`src/rtl/video_scanline_fx.sv`:
```
// Scanline post-processor for the clk_vid line-buffer stream: optional 2-tap
// horizontal blend (stage 1) and per-line darkening (stage 2), fixed 2-cycle latency.
module video_scanline_fx (
  input  logic        clk_vid,
  input  logic        reset,
  input  logic        vsync_in,
  input  logic        hsync_in,
  input  logic        de_in,
  input  logic [23:0] rgb_in,
  input  logic [1:0]  mode,
  input  logic [1:0]  strength,
  input  logic        blend_en,
  output logic        vsync_out,
  output logic        hsync_out,
  output logic        de_out,
  output logic [23:0] rgb_out
);

  // Handshake: none. The stream is free-running; every clk_vid cycle carries
  // one sample and every output is the input of exactly 2 cycles earlier.

  function automatic logic [7:0] avg8(input logic [7:0] a, input logic [7:0] b);
    return 8'((9'(a) + 9'(b) + 9'd1) >> 1);
  endfunction

  function automatic logic [7:0] darken8(input logic [7:0] c, input logic [1:0] str);
    logic [7:0] r;
    case (str)
      2'd0:    r = c - (c >> 2);
      2'd1:    r = c >> 1;
      2'd2:    r = c >> 2;
      default: r = 8'd0;
    endcase
    return r;
  endfunction

  // Shadow configuration, frame-scoped
  logic [1:0]  sh_mode_q, sh_mode_d;
  logic [1:0]  sh_str_q, sh_str_d;
  logic        sh_blend_q, sh_blend_d;

  // Line / frame tracking
  logic [9:0]  line_idx_q, line_idx_d;
  logic        fpar_q, fpar_d;
  logic        de_prev_q, de_prev_d;
  logic [23:0] prev_q, prev_d;

  // Stage 1
  logic        s1_vs_q, s1_vs_d;
  logic        s1_hs_q, s1_hs_d;
  logic        s1_de_q, s1_de_d;
  logic        s1_dk_q, s1_dk_d;
  logic [1:0]  s1_str_q, s1_str_d;
  logic [23:0] s1_rgb_q, s1_rgb_d;

  // Stage 2 (output registers)
  logic        vs_out_q, vs_out_d;
  logic        hs_out_q, hs_out_d;
  logic        de_out_q, de_out_d;
  logic [23:0] rgb_out_q, rgb_out_d;

  logic        de_fall;
  logic        de_rise;
  logic        dk;
  logic [23:0] blend_prev;
  logic [23:0] blended;

  always_comb begin
    sh_mode_d  = sh_mode_q;
    sh_str_d   = sh_str_q;
    sh_blend_d = sh_blend_q;
    if (vsync_in) begin
      sh_mode_d  = mode;
      sh_str_d   = strength;
      sh_blend_d = blend_en;
    end
  end

  always_comb begin
    de_fall    = de_prev_q & ~de_in;
    de_rise    = de_in & ~de_prev_q;
    de_prev_d  = de_in;
    fpar_d     = fpar_q ^ vsync_in;
    line_idx_d = line_idx_q;
    // Clear takes priority over a coincident DE falling edge
    if (vsync_in) begin
      line_idx_d = 10'd0;
    end else if (de_fall) begin
      line_idx_d = line_idx_q + 10'd1;
    end
  end

  // dk uses the pre-update line index so the falling-edge pixel stays on line k
  always_comb begin
    case (sh_mode_q)
      2'd0:    dk = 1'b0;
      2'd1:    dk = line_idx_q[0];
      2'd2:    dk = ~line_idx_q[0];
      default: dk = (line_idx_q[0] == fpar_q);
    endcase
  end

  always_comb begin
    blend_prev = de_rise ? rgb_in : prev_q;
    blended    = rgb_in;
    if (sh_blend_q) begin
      blended = {avg8(rgb_in[23:16], blend_prev[23:16]),
                 avg8(rgb_in[15:8],  blend_prev[15:8]),
                 avg8(rgb_in[7:0],   blend_prev[7:0])};
    end
    prev_d   = de_in ? rgb_in : prev_q;
    s1_vs_d  = vsync_in;
    s1_hs_d  = hsync_in;
    s1_de_d  = de_in;
    s1_dk_d  = dk & de_in;
    s1_str_d = sh_str_q;
    s1_rgb_d = de_in ? blended : rgb_in;
  end

  always_comb begin
    vs_out_d  = s1_vs_q;
    hs_out_d  = s1_hs_q;
    de_out_d  = s1_de_q;
    rgb_out_d = s1_rgb_q;
    if (s1_de_q && s1_dk_q) begin
      rgb_out_d = {darken8(s1_rgb_q[23:16], s1_str_q),
                   darken8(s1_rgb_q[15:8],  s1_str_q),
                   darken8(s1_rgb_q[7:0],   s1_str_q)};
    end
  end

  always_ff @(posedge clk_vid or posedge reset) begin
    if (reset) begin
      sh_mode_q  <= 2'd0;
      sh_str_q   <= 2'd0;
      sh_blend_q <= 1'b0;
      line_idx_q <= 10'd0;
      fpar_q     <= 1'b0;
      de_prev_q  <= 1'b0;
      prev_q     <= 24'd0;
      s1_vs_q    <= 1'b0;
      s1_hs_q    <= 1'b0;
      s1_de_q    <= 1'b0;
      s1_dk_q    <= 1'b0;
      s1_str_q   <= 2'd0;
      s1_rgb_q   <= 24'd0;
      vs_out_q   <= 1'b0;
      hs_out_q   <= 1'b0;
      de_out_q   <= 1'b0;
      rgb_out_q  <= 24'd0;
    end else begin
      sh_mode_q  <= sh_mode_d;
      sh_str_q   <= sh_str_d;
      sh_blend_q <= sh_blend_d;
      line_idx_q <= line_idx_d;
      fpar_q     <= fpar_d;
      de_prev_q  <= de_prev_d;
      prev_q     <= prev_d;
      s1_vs_q    <= s1_vs_d;
      s1_hs_q    <= s1_hs_d;
      s1_de_q    <= s1_de_d;
      s1_dk_q    <= s1_dk_d;
      s1_str_q   <= s1_str_d;
      s1_rgb_q   <= s1_rgb_d;
      vs_out_q   <= vs_out_d;
      hs_out_q   <= hs_out_d;
      de_out_q   <= de_out_d;
      rgb_out_q  <= rgb_out_d;
    end
  end

  assign vsync_out = vs_out_q;
  assign hsync_out = hs_out_q;
  assign de_out    = de_out_q;
  assign rgb_out   = rgb_out_q;

endmodule

```
`config.mk`:
```
export PLATFORM = sky130hd
export DESIGN_NAME = video_scanline_fx
export DESIGN_NICKNAME = d
export VERILOG_FILES = /design/src/rtl/video_scanline_fx.sv
export SDC_FILE = /design/constraint.sdc
export NUM_CORES = 1
export LEC_CHECK = 0
export CAP_MARGIN = 20
export CORE_MARGIN = 4
export CORE_UTILIZATION = 50
export CTS_BUF_LIST = sky130_fd_sc_hd__clkbuf_8
export DETAILED_ROUTE_END_ITERATION = 10
export DONT_BUFFER_PORTS = 1
export SLEW_MARGIN = 40
export SYNTH_ARGS = -nofsm -noshare
export SYNTH_HDL_FRONTEND = slang
export SYNTH_SLANG_ARGS = --single-unit
```
`constraint.sdc`:
```
create_clock -name clk_vid -period 2.9 [get_ports clk_vid]
set_clock_uncertainty 0.05 [all_clocks]
set_input_delay 0.29 -clock clk_vid [delete_from_list [all_inputs] [get_ports clk_vid]]
set_output_delay 0.29 -clock clk_vid [all_outputs]
set_load 0.05 [all_outputs]
```
==> impl_summary.log, run 1 <==
INFO  metric die_outline_height = 113.3 um
INFO  metric synth_top_family_by_area = compound AO/OA/AOI/OAI gates
INFO  metric vias_per_cell = 5.711
INFO  metric cellPowerDensity = 607.0 nW/um^2
INFO  metric hold-path-cell-count = 2
INFO  metric asyncSetResetFlopFracSynth = 100.0%
INFO  metric largest_fanout_on_the_critical_path = 25
INFO  metric routedLengthMet1 = 5.933 mm
INFO  metric design.core.area = 10840 sq um
INFO  metric avgSynthCellArea = 9.782 sq um
INFO  metric post-route-min-period = 2.625 ns
INFO  metric r2r_startpoint = de_out_d
INFO  metric tritoncts.num_buffers = 9
INFO  metric effective_utilization_at_floorplan = 51.17%
INFO  metric final_net_count = 678
INFO  metric pre_cts_ws = 0.3082 ns
INFO  metric crit_path_launch_type = flop
INFO  metric slew-limit-headroom = 57.37%
INFO  metric num_vias = 4243
INFO  metric path_class = flop to flop
INFO  metric ctsHtreeMaxLevel = 3
INFO  metric chipWidth = 113.3 um
INFO  metric final.period_utilization = 90.53%
INFO  metric ant_nets = 0
INFO  metric largest_buffer_count_on_any_clock_path = 2
INFO  metric yosys.area_share.xor_xnor = 2.369%
INFO  metric synth_top_cell_area_share = 39.70%
INFO  metric postSynthCellCount = 567
INFO  metric cellLeakagePower = 2.754 nW
INFO  metric grt_pass1_vias = 4152
INFO  metric fin_hold_ws = 0.007962 ns
INFO  metric fin_util = 57.95%
INFO  metric first_iter_violations = 205
INFO  metric synth_sequential_area_ratio = 39.70%
INFO  metric routed.top_layer = met4
INFO  metric synth_area_in_adders = 11.19%
INFO  metric area.growth.synth_to_final = 13.26%
INFO  metric cp.arrival = 2.90 ns
INFO  metric postLayoutSetupSlackWorst = 0.2747 ns
INFO  metric synthMostInstantiatedCell = dfrtp_1
INFO  metric insertedDiodeCount = 0
INFO  metric gr-total-overflow = 0
INFO  metric worstSkewPairLatency = 0.38 ns
INFO  metric drive_gt1_share = 13.60%
INFO  metric route.met3.wl = 570 um
INFO  metric grt_pass1_wl = 20.69 mm
INFO  metric finalPower = 3.814 mW
INFO  metric top_level_ports = 61
INFO  metric largest_net_degree_at_the_start_of_global_routing = 53
INFO  metric drt_first_pass_iters = 5
INFO  metric final_wtd_congestion = 0.9049
INFO  metric maxcap_violations = 0
INFO  metric outcome = finished clean
INFO  metric yosys-top-cells-count = dfrtp_1, mux2_2, nand2_1
INFO  metric synth_seq_cells = 88
INFO  metric netlist_top_cells_area = dfrtp_1, mux2_2, ha_1, o21ai_0, nand2_1
INFO  metric r2r_setup_slack = 0.27 ns
INFO  metric hold_path_end = s1_rgb_q[0]
INFO  metric final_setup_viols = 0
INFO  metric ctsResizeCount = 0
INFO  metric synth_largest_area_cell = dfrtp_1
INFO  metric clk_root_buffer_cell = clkbuf_8
INFO  metric detail_route.wirelength = 12.25 mm
INFO  metric die_area = 12840 sq um
INFO  metric synth_enable_flop_cells = 0
INFO  metric vdd_ir_drop_max = 0.3082 mV
INFO  metric drc = 0
INFO  metric synth-compound-area-share = 18.79%
INFO  metric synth.distinct_cells = 59
INFO  metric rsz0062_at_grt = no
INFO  metric timing.fmax = 0.3809 GHz
INFO  metric antenna_found_initial = 0
INFO  metric clkSinkCount = 88
INFO  metric postSynthNetCount = 647
INFO  metric dpl.hpwl = 8.651 mm
INFO  metric top_reg_cell_synth = dfrtp_1
INFO  metric wl_per_cell = 16.48 um
INFO  metric worst_slew_pin_slew = 0.6387 ns
INFO  metric yosysWarnings = 0
INFO  metric cts_tree = built
INFO  metric mappedNetlistArea = 5547 sq um
INFO  metric port_buffers = 0
INFO  metric met2WireLength = 5.572 mm
INFO  metric final_report_hold_violation_count = 0
INFO  metric min-delay-path-class = input pin to flop
INFO  metric crit_path_end_kind = flop
INFO  metric cp_data_required_time = 3.18 ns
INFO  metric grt_use_total = 20.11%
INFO  metric worst_r2r_path_depth = 8
INFO  metric placement_rows = 38
INFO  metric synth_mux_area_share = 10.99%
INFO  metric clkTransAtPathRegs = 0.09 ns
INFO  metric post_synth_and_or_nand_nor_area_fraction = 12.63%
INFO  metric timing.hold.worst.start = rgb_in[0]
INFO  metric timing.setup.tns = 0 ns
INFO  metric rr_endpoint = s1_rgb_q[5]
INFO  metric count_of_final_max_slew_check_failures = 0
timing repair:
item                                   in CTS  in global routing
hold buffers                               32                  5
setup buffers                               0                  0
endpoints found under the hold margin      81                  6
through the flow:
stage	instance area [sq um]	std cells
floorplan	5547	567
global placement	5690	690
detailed placement	5690	690
CTS	6232	738
global route	6282	743
finish	6282	743
how the worst max path moves through the flow:
| stage | slack (ns) | cells after the start | start | end |
|---|---|---|---|---|
| 4_1_cts | 0.28 | 8 | de_out_d | s1_rgb_q[5] |
| 3_3_place_gp | 0.40 | 8 | de_out_d | s1_rgb_q[5] |
| 2_1_floorplan | 0.28 | 1 | reset | de_out |
| 6_report | 0.27 | 8 | de_out_d | s1_rgb_q[5] |
| 5_1_grt | 0.08 | 8 | de_out_d | s1_rgb_q[14] |
| 3_5_place_dp | 0.31 | 8 | de_out_d | s1_rgb_q[5] |
state kept, by name, indices dropped and copies added (netlist names), 2 cells and up:
signal     count
prev_q        24
rgb_out       24
s1_rgb_q      24
s1_str_d       2
s1_str_q       2
sh_mode_q      2
layout by cell type, fill, tap and decap left out, types with 6 or more instances in the layout:
cell type / netlist / routed
fa_1: 6 / 6
inv_1: 36 / 36
ha_1: 40 / 40
nor2b_1: 8 / 8
a21o_1: 7 / 7
clkbuf_8: 0 / 10
nor3_1: 6 / 6
a21oi_1: 31 / 31
o21ai_0: 41 / 41
mux2_2: 47 / 47
nand4_1: 6 / 6
a22oi_1: 6 / 6
nor2_1: 42 / 42
xnor2_1: 10 / 10
buf_4: 0 / 7
o21a_1: 11 / 11
mux2i_1: 8 / 8
nand2_1: 47 / 47
dfrtp_1: 88 / 88
a211oi_1: 11 / 11
nand3_1: 12 / 12
dlygate4sd3_1: 0 / 37
o31ai_1: 6 / 6
critical path, cell delays in order (launching register included):
cell and delay (ns):
dfrtp_1 0.40, nand2b_4 0.36, mux2_2 0.38, ha_1 0.30
nor2b_1 0.16, o31a_1 0.27, o31a_1 0.26, a211oi_1 0.26
a21o_1 0.12
cell type report:
| class | instances | area (sq um) |
|---|---|---|
| Multi-Input combinational cell | 418 | 3104 |
| Timing Repair Buffer | 45 | 442.9 |
| Clock buffer | 10 | 137.6 |
| Fill cell | 980 | 4558 |
| Tap cell | 140 | 175.2 |
| Sequential cell | 88 | 2202 |
| Inverter | 36 | 136.4 |
| Clock inverter | 6 | 83.83 |
where the power goes:
| part | total, mW | leakage, nW | switching [mW] | internal [mW] |
|---|---|---|---|---|
| sequential | 1.75 | 1.04 | 0.361 | 1.39 |
| combinational | 1.11 | 1.60 | 0.591 | 0.518 |
| clock | 0.958 | 0.110 | 0.454 | 0.504 |
logic make-up (layout without fill, tap and decap cells):
group	count (synthesis)	in the layout
DFF	88	88
muxes	55	55
buffers and inverters	61	97
xor gates and xnor gates	15	15
adders and majority gates	46	46
AOI/OAI and AO/OA	155	155
and+or+nand+nor	147	147
metal layers:
metal / track usage, % / vias up
met2: 30.73 / 82
met1: 28.09 / 2049
met3: 4.599 / 10
li1: - / 2102
met5: 0 / -
met4: 7.212 / 0
(Power assumes the default switching activity.)
==> run 2: changes to the inputs <==
--- a/config.mk
+++ b/config.mk
@@ -5,6 +5,7 @@
 export SDC_FILE = /design/constraint.sdc
 export NUM_CORES = 1
 export LEC_CHECK = 0
+export ABC_AREA = 1
 export CAP_MARGIN = 20
 export CORE_MARGIN = 4
 export CORE_UTILIZATION = 50
==> impl_summary.log, run 2 <==
INFO  metric outcome = finished clean (unchanged)
INFO  metric port_buffers = 0 (unchanged)
INFO  metric largest_net_degree_at_the_start_of_global_routing = 46 (was 53)
INFO  metric multi_input_comb_area = 2954 sq um (was 3104 sq um)
INFO  metric cellLeakagePower = 3.309 nW (was 2.754 nW)
INFO  metric final_cell_mix = nand2_1, inv_1, dfrtp_1, o21ai_0, a21oi_1 (was dfrtp_1, mux2_2, nand2_1, nor2_1, o21ai_0)
INFO  metric asyncSetResetFlopFracSynth = 100.0% (unchanged)
INFO  metric area.growth.synth_to_final = 8.624% (was 13.26%)
INFO  metric synth_top_cell_area_share = 38.43% (was 39.70%)
INFO  metric cp.arrival = 2.57 ns (was 2.90 ns)
INFO  metric first_iter_violations = 241 (was 205)
INFO  metric yosys-top-cells-count = nand2_1, inv_1, dfrtp_1 (was dfrtp_1, mux2_2, nand2_1)
INFO  metric drt_first_pass_iters = 5 (unchanged)
INFO  metric clkSinkCount = 88 (unchanged)
INFO  metric drc = 0 (unchanged)
INFO  metric crit_path_top_delay_cell = fa_1 (was dfrtp_1)
INFO  metric grt_use_total = 21.34% (was 20.11%)
INFO  metric insertedDiodeCount = 0 (unchanged)
INFO  metric timing.critical_path.depth = 11 (was 8)
INFO  metric drive_gt1_share = 5.422% (was 13.60%)
INFO  metric gr-total-overflow = 0 (unchanged)
INFO  metric postSynthCellCount = 773 (was 567)
INFO  metric ant_nets = 0 (unchanged)
INFO  metric path_class = flop to flop (unchanged)
INFO  metric intPower = 2.127 mW (was 2.408 mW)
INFO  metric crit_path_launch_type = flop (unchanged)
INFO  metric fin_hold_ws = 0.01734 ns (was 0.007962 ns)
INFO  metric cp_data_required_time = 3.11 ns (was 3.18 ns)
INFO  metric count_of_final_max_slew_check_failures = 0 (unchanged)
INFO  metric post-cts-setup-buffers = 0 (unchanged)
INFO  metric antenna_found_initial = 0 (unchanged)
INFO  metric layoutNonFillerInstCount = 933 (was 743)
INFO  metric largest_buffer_count_on_any_clock_path = 2 (unchanged)
INFO  metric postLayoutSetupSlackWorst = 0.5406 ns (was 0.2747 ns)
INFO  metric power.net_switching = 1.397 mW (was 1.406 mW)
INFO  metric final_setup_viols = 0 (unchanged)
INFO  metric synth_sequential_area_ratio = 38.43% (was 39.70%)
INFO  metric post-route-min-period = 2.359 ns (was 2.625 ns)
INFO  metric rsz0062_at_grt = no (unchanged)
INFO  metric avgSynthCellArea = 7.413 sq um (was 9.782 sq um)
INFO  metric netlist_top_cells_area = dfrtp_1, nand2_1, ha_1, inv_1, o21ai_0 (was dfrtp_1, mux2_2, ha_1, o21ai_0, nand2_1)
INFO  metric r2r_startpoint = de_out_d (unchanged)
INFO  metric maxcap_violations = 0 (unchanged)
INFO  metric top_family_by_delay_on_critical_path = compound AO/OA/AOI/OAI gates (unchanged)
INFO  metric clk_root_buffer_cell = clkbuf_8 (unchanged)
INFO  metric synth_enable_flop_cells = 0 (unchanged)
INFO  metric worst_r2r_path_depth = 11 (was 8)
INFO  metric final_net_count = 869 (was 678)
INFO  metric pre_cts_ws = 0.5457 ns (was 0.3082 ns)
INFO  metric cellPowerDensity = 566.2 nW/um^2 (was 607.0 nW/um^2)
INFO  metric final.period_utilization = 81.36% (was 90.53%)
INFO  metric clock_power_share = 22.3% (was 25.1%)
INFO  metric cts_tree = built (unchanged)
INFO  metric yosysWarnings = 0 (unchanged)
INFO  metric hold_path_end = prev_q[18] (was s1_rgb_q[0])
INFO  metric power.switching_fraction = 39.65% (was 36.86%)
INFO  metric chipWidth = 115.1 um (was 113.3 um)
INFO  metric worst_slew_pin_slew = 0.7270 ns (was 0.6387 ns)
INFO  metric fillers = 1079 (was 980)
INFO  metric final_report_hold_violation_count = 0 (unchanged)
INFO  metric wl_per_cell = 13.80 um (was 16.48 um)
INFO  metric design.core.area = 11030 sq um (was 10840 sq um)
INFO  metric ctsResizeCount = 0 (unchanged)
INFO  metric timing.hold.worst.start = rgb_in[18] (was rgb_in[0])
INFO  metric slew-limit-headroom = 51.48% (was 57.37%)
INFO  metric grt_pass1_wl = 22.60 mm (was 20.69 mm)
INFO  metric synthMostInstantiatedCell = nand2_1 (was dfrtp_1)
INFO  metric synth.distinct_cells = 35 (was 59)
INFO  metric worstPathCellList = inv_2 -> nand2_8 -> o21ai_0 -> inv_1 -> fa_1 -> o21ai_2 -> nand2_1 -> nand3_1 -> nand3_1 -> o21ai_0 -> inv_1 (was nand2b_4 -> mux2_2 -> ha_1 -> nor2b_1 -> o31a_1 -> o31a_1 -> a211oi_1 -> a21o_1)
INFO  metric detail_route.wirelength = 12.87 mm (was 12.25 mm)
INFO  metric postSynthNetCount = 853 (was 647)
INFO  metric top_reg_cell_synth = dfrtp_1 (unchanged)
INFO  metric synth_seq_cells = 88 (unchanged)
INFO  metric timing.setup.tns = 0 ns (unchanged)
INFO  metric top_level_ports = 61 (unchanged)
INFO  metric dpl.hpwl = 9.200 mm (was 8.651 mm)
INFO  metric min-delay-path-class = input pin to flop (unchanged)
INFO  metric mostFrequentLayoutCell = nand2_1 (was dfrtp_1)
INFO  metric seq_power_share = 47.4% (was 45.8%)
INFO  metric grt_pass1_vias = 4706 (was 4152)
INFO  metric vias_per_cell = 5.133 (was 5.711)
INFO  metric clkTransAtPathRegs = 0.08 ns (was 0.09 ns)
INFO  metric num_vias = 4789 (was 4243)
INFO  metric ctsHtreeMaxLevel = 3 (unchanged)
INFO  metric layout.area.seq = 2202 sq um (unchanged)
INFO  metric crit_path_end_kind = flop (unchanged)
INFO  metric slowest_delay = 0.45 ns (was 0.40 ns)
INFO  metric timing.fmax = 0.4238 GHz (was 0.3809 GHz)
INFO  metric path_buf_inv = 3 (was 0)
INFO  metric final_wtd_congestion = 0.8918 (was 0.9049)
INFO  metric hold-path-cell-count = 2 (unchanged)
INFO  metric placement_rows = 38 (unchanged)
INFO  metric mappedNetlistArea = 5730 sq um (was 5547 sq um)
INFO  metric die_outline_height = 115.1 um (was 113.3 um)
INFO  metric synth_largest_area_cell = dfrtp_1 (unchanged)
INFO  metric largest_fanout_on_the_critical_path = 45 (was 25)
INFO  metric combPwrFrac = 30.2% (was 29.1%)
INFO  metric effective_utilization_at_floorplan = 51.95% (was 51.17%)
INFO  metric die_area = 13240 sq um (was 12840 sq um)
INFO  metric r2r_setup_slack = 0.54 ns (was 0.27 ns)
INFO  metric worstSkewPairLatency = 0.37 ns (was 0.38 ns)
INFO  metric rr_endpoint = s1_rgb_q[5] (unchanged)
INFO  metric tritoncts.num_buffers = 9 (unchanged)
INFO  metric dpl.cell_count = 893 (was 690)
INFO  metric vdd_ir_drop_max = 0.3695 mV (was 0.3082 mV)
==> run 2: cell types whose count changed after synthesis, sizes merged, moves of 12 or more <==
cell,change
nand2,+192
nand3,+25
o21ai,+32
a21oi,+12
mux2,-44
clkbuf,-12
inv,+85
==> run 2: through the flow <==
stage                     cell area, sq um  util, %  total power [mW]
after detailed placement              5807    52.64             2.721
after global routing                  6225    56.43             3.814
after CTS                             6218    56.37             3.557
after global placement                5807    52.64             2.698
final                                 6225    56.43             3.524
after floorplan                       5731        -             2.525
==> run 2: per-layer routing <==
layer | part of all wire [%] | global-route usage [%] | up-vias
met5 | 0 | 0 | -
met3 | 4.3 | 3.158 | 16
met4 | 1.8 | 7.668 | 0
met1 | 50 | 30.14 | 2144
li1 | - | - | 2523
met2 | 44 | 33.49 | 106
==> run 2: cells by family (layout without fill, tap and decap cells) <==
logic type / Yosys count / after routing / share of synthesized area [%]
flip-flops: 88 / 88 / 38.43
multiplexers: 3 / 3 / 0.5895
AND/OR/NAND/NOR: 337 / 337 / 24.61
XOR/XNOR: 7 / 7 / 1.070
buffers and inverters: 142 / 162 / 10.02
AO/OA/AOI/OAI: 150 / 150 / 14.45
adder cells (fa/ha/maj): 46 / 46 / 10.83
==> run 2: worst reg2reg max path, stage by stage, from the launching register on <==
cell and delay [ns]:
dfrtp_1 0.43, inv_2 0.12, nand2_8 0.17, o21ai_0 0.31
inv_1 0.10, fa_1 0.45, o21ai_2 0.22, nand2_1 0.09
nand3_1 0.08, nand3_1 0.07, o21ai_0 0.11, inv_1 0.05
==> run 2: power by group through the flow <==
stage          clock, mW  sequential (mW)  combinational [mW]
2_1_floorplan          0             1.67               0.855
3_3_place_gp           0             1.70                1.00
3_5_place_dp           0             1.70                1.02
4_1_cts            0.818             1.67                1.06
5_1_grt            0.869             1.70                1.25
6_report           0.787             1.67                1.07
==> run 2: final cells by class <==
type / instances / share of cell area [%]
inverter: 121 / 7.337
sequential: 88 / 35.38
tap: 140 / 2.814
timing repair buffer: 26 / 4.261
clock buffer: 11 / 2.432
clock inverter: 4 / 0.3216
multi-input combinational: 543 / 47.46
==> run 2: worst max-delay path by stage <==
stage / start / to / slack [ns]
after floorplan: reset / de_out / 0.28
after global placement: de_out_d / s1_rgb_q[5] / 0.65
after detailed placement: de_out_d / s1_rgb_q[13] / 0.55
after CTS: de_out_d / s1_rgb_q[13] / 0.53
after global routing: de_out_d / s1_rgb_q[5] / 0.23
final: de_out_d / s1_rgb_q[5] / 0.54
==> run 2: repair_timing <==
item	4_1_cts	5_1_grt
hold buffers	24	1
endpoints found under the setup margin	0	0
hold endpoints to repair	80	1
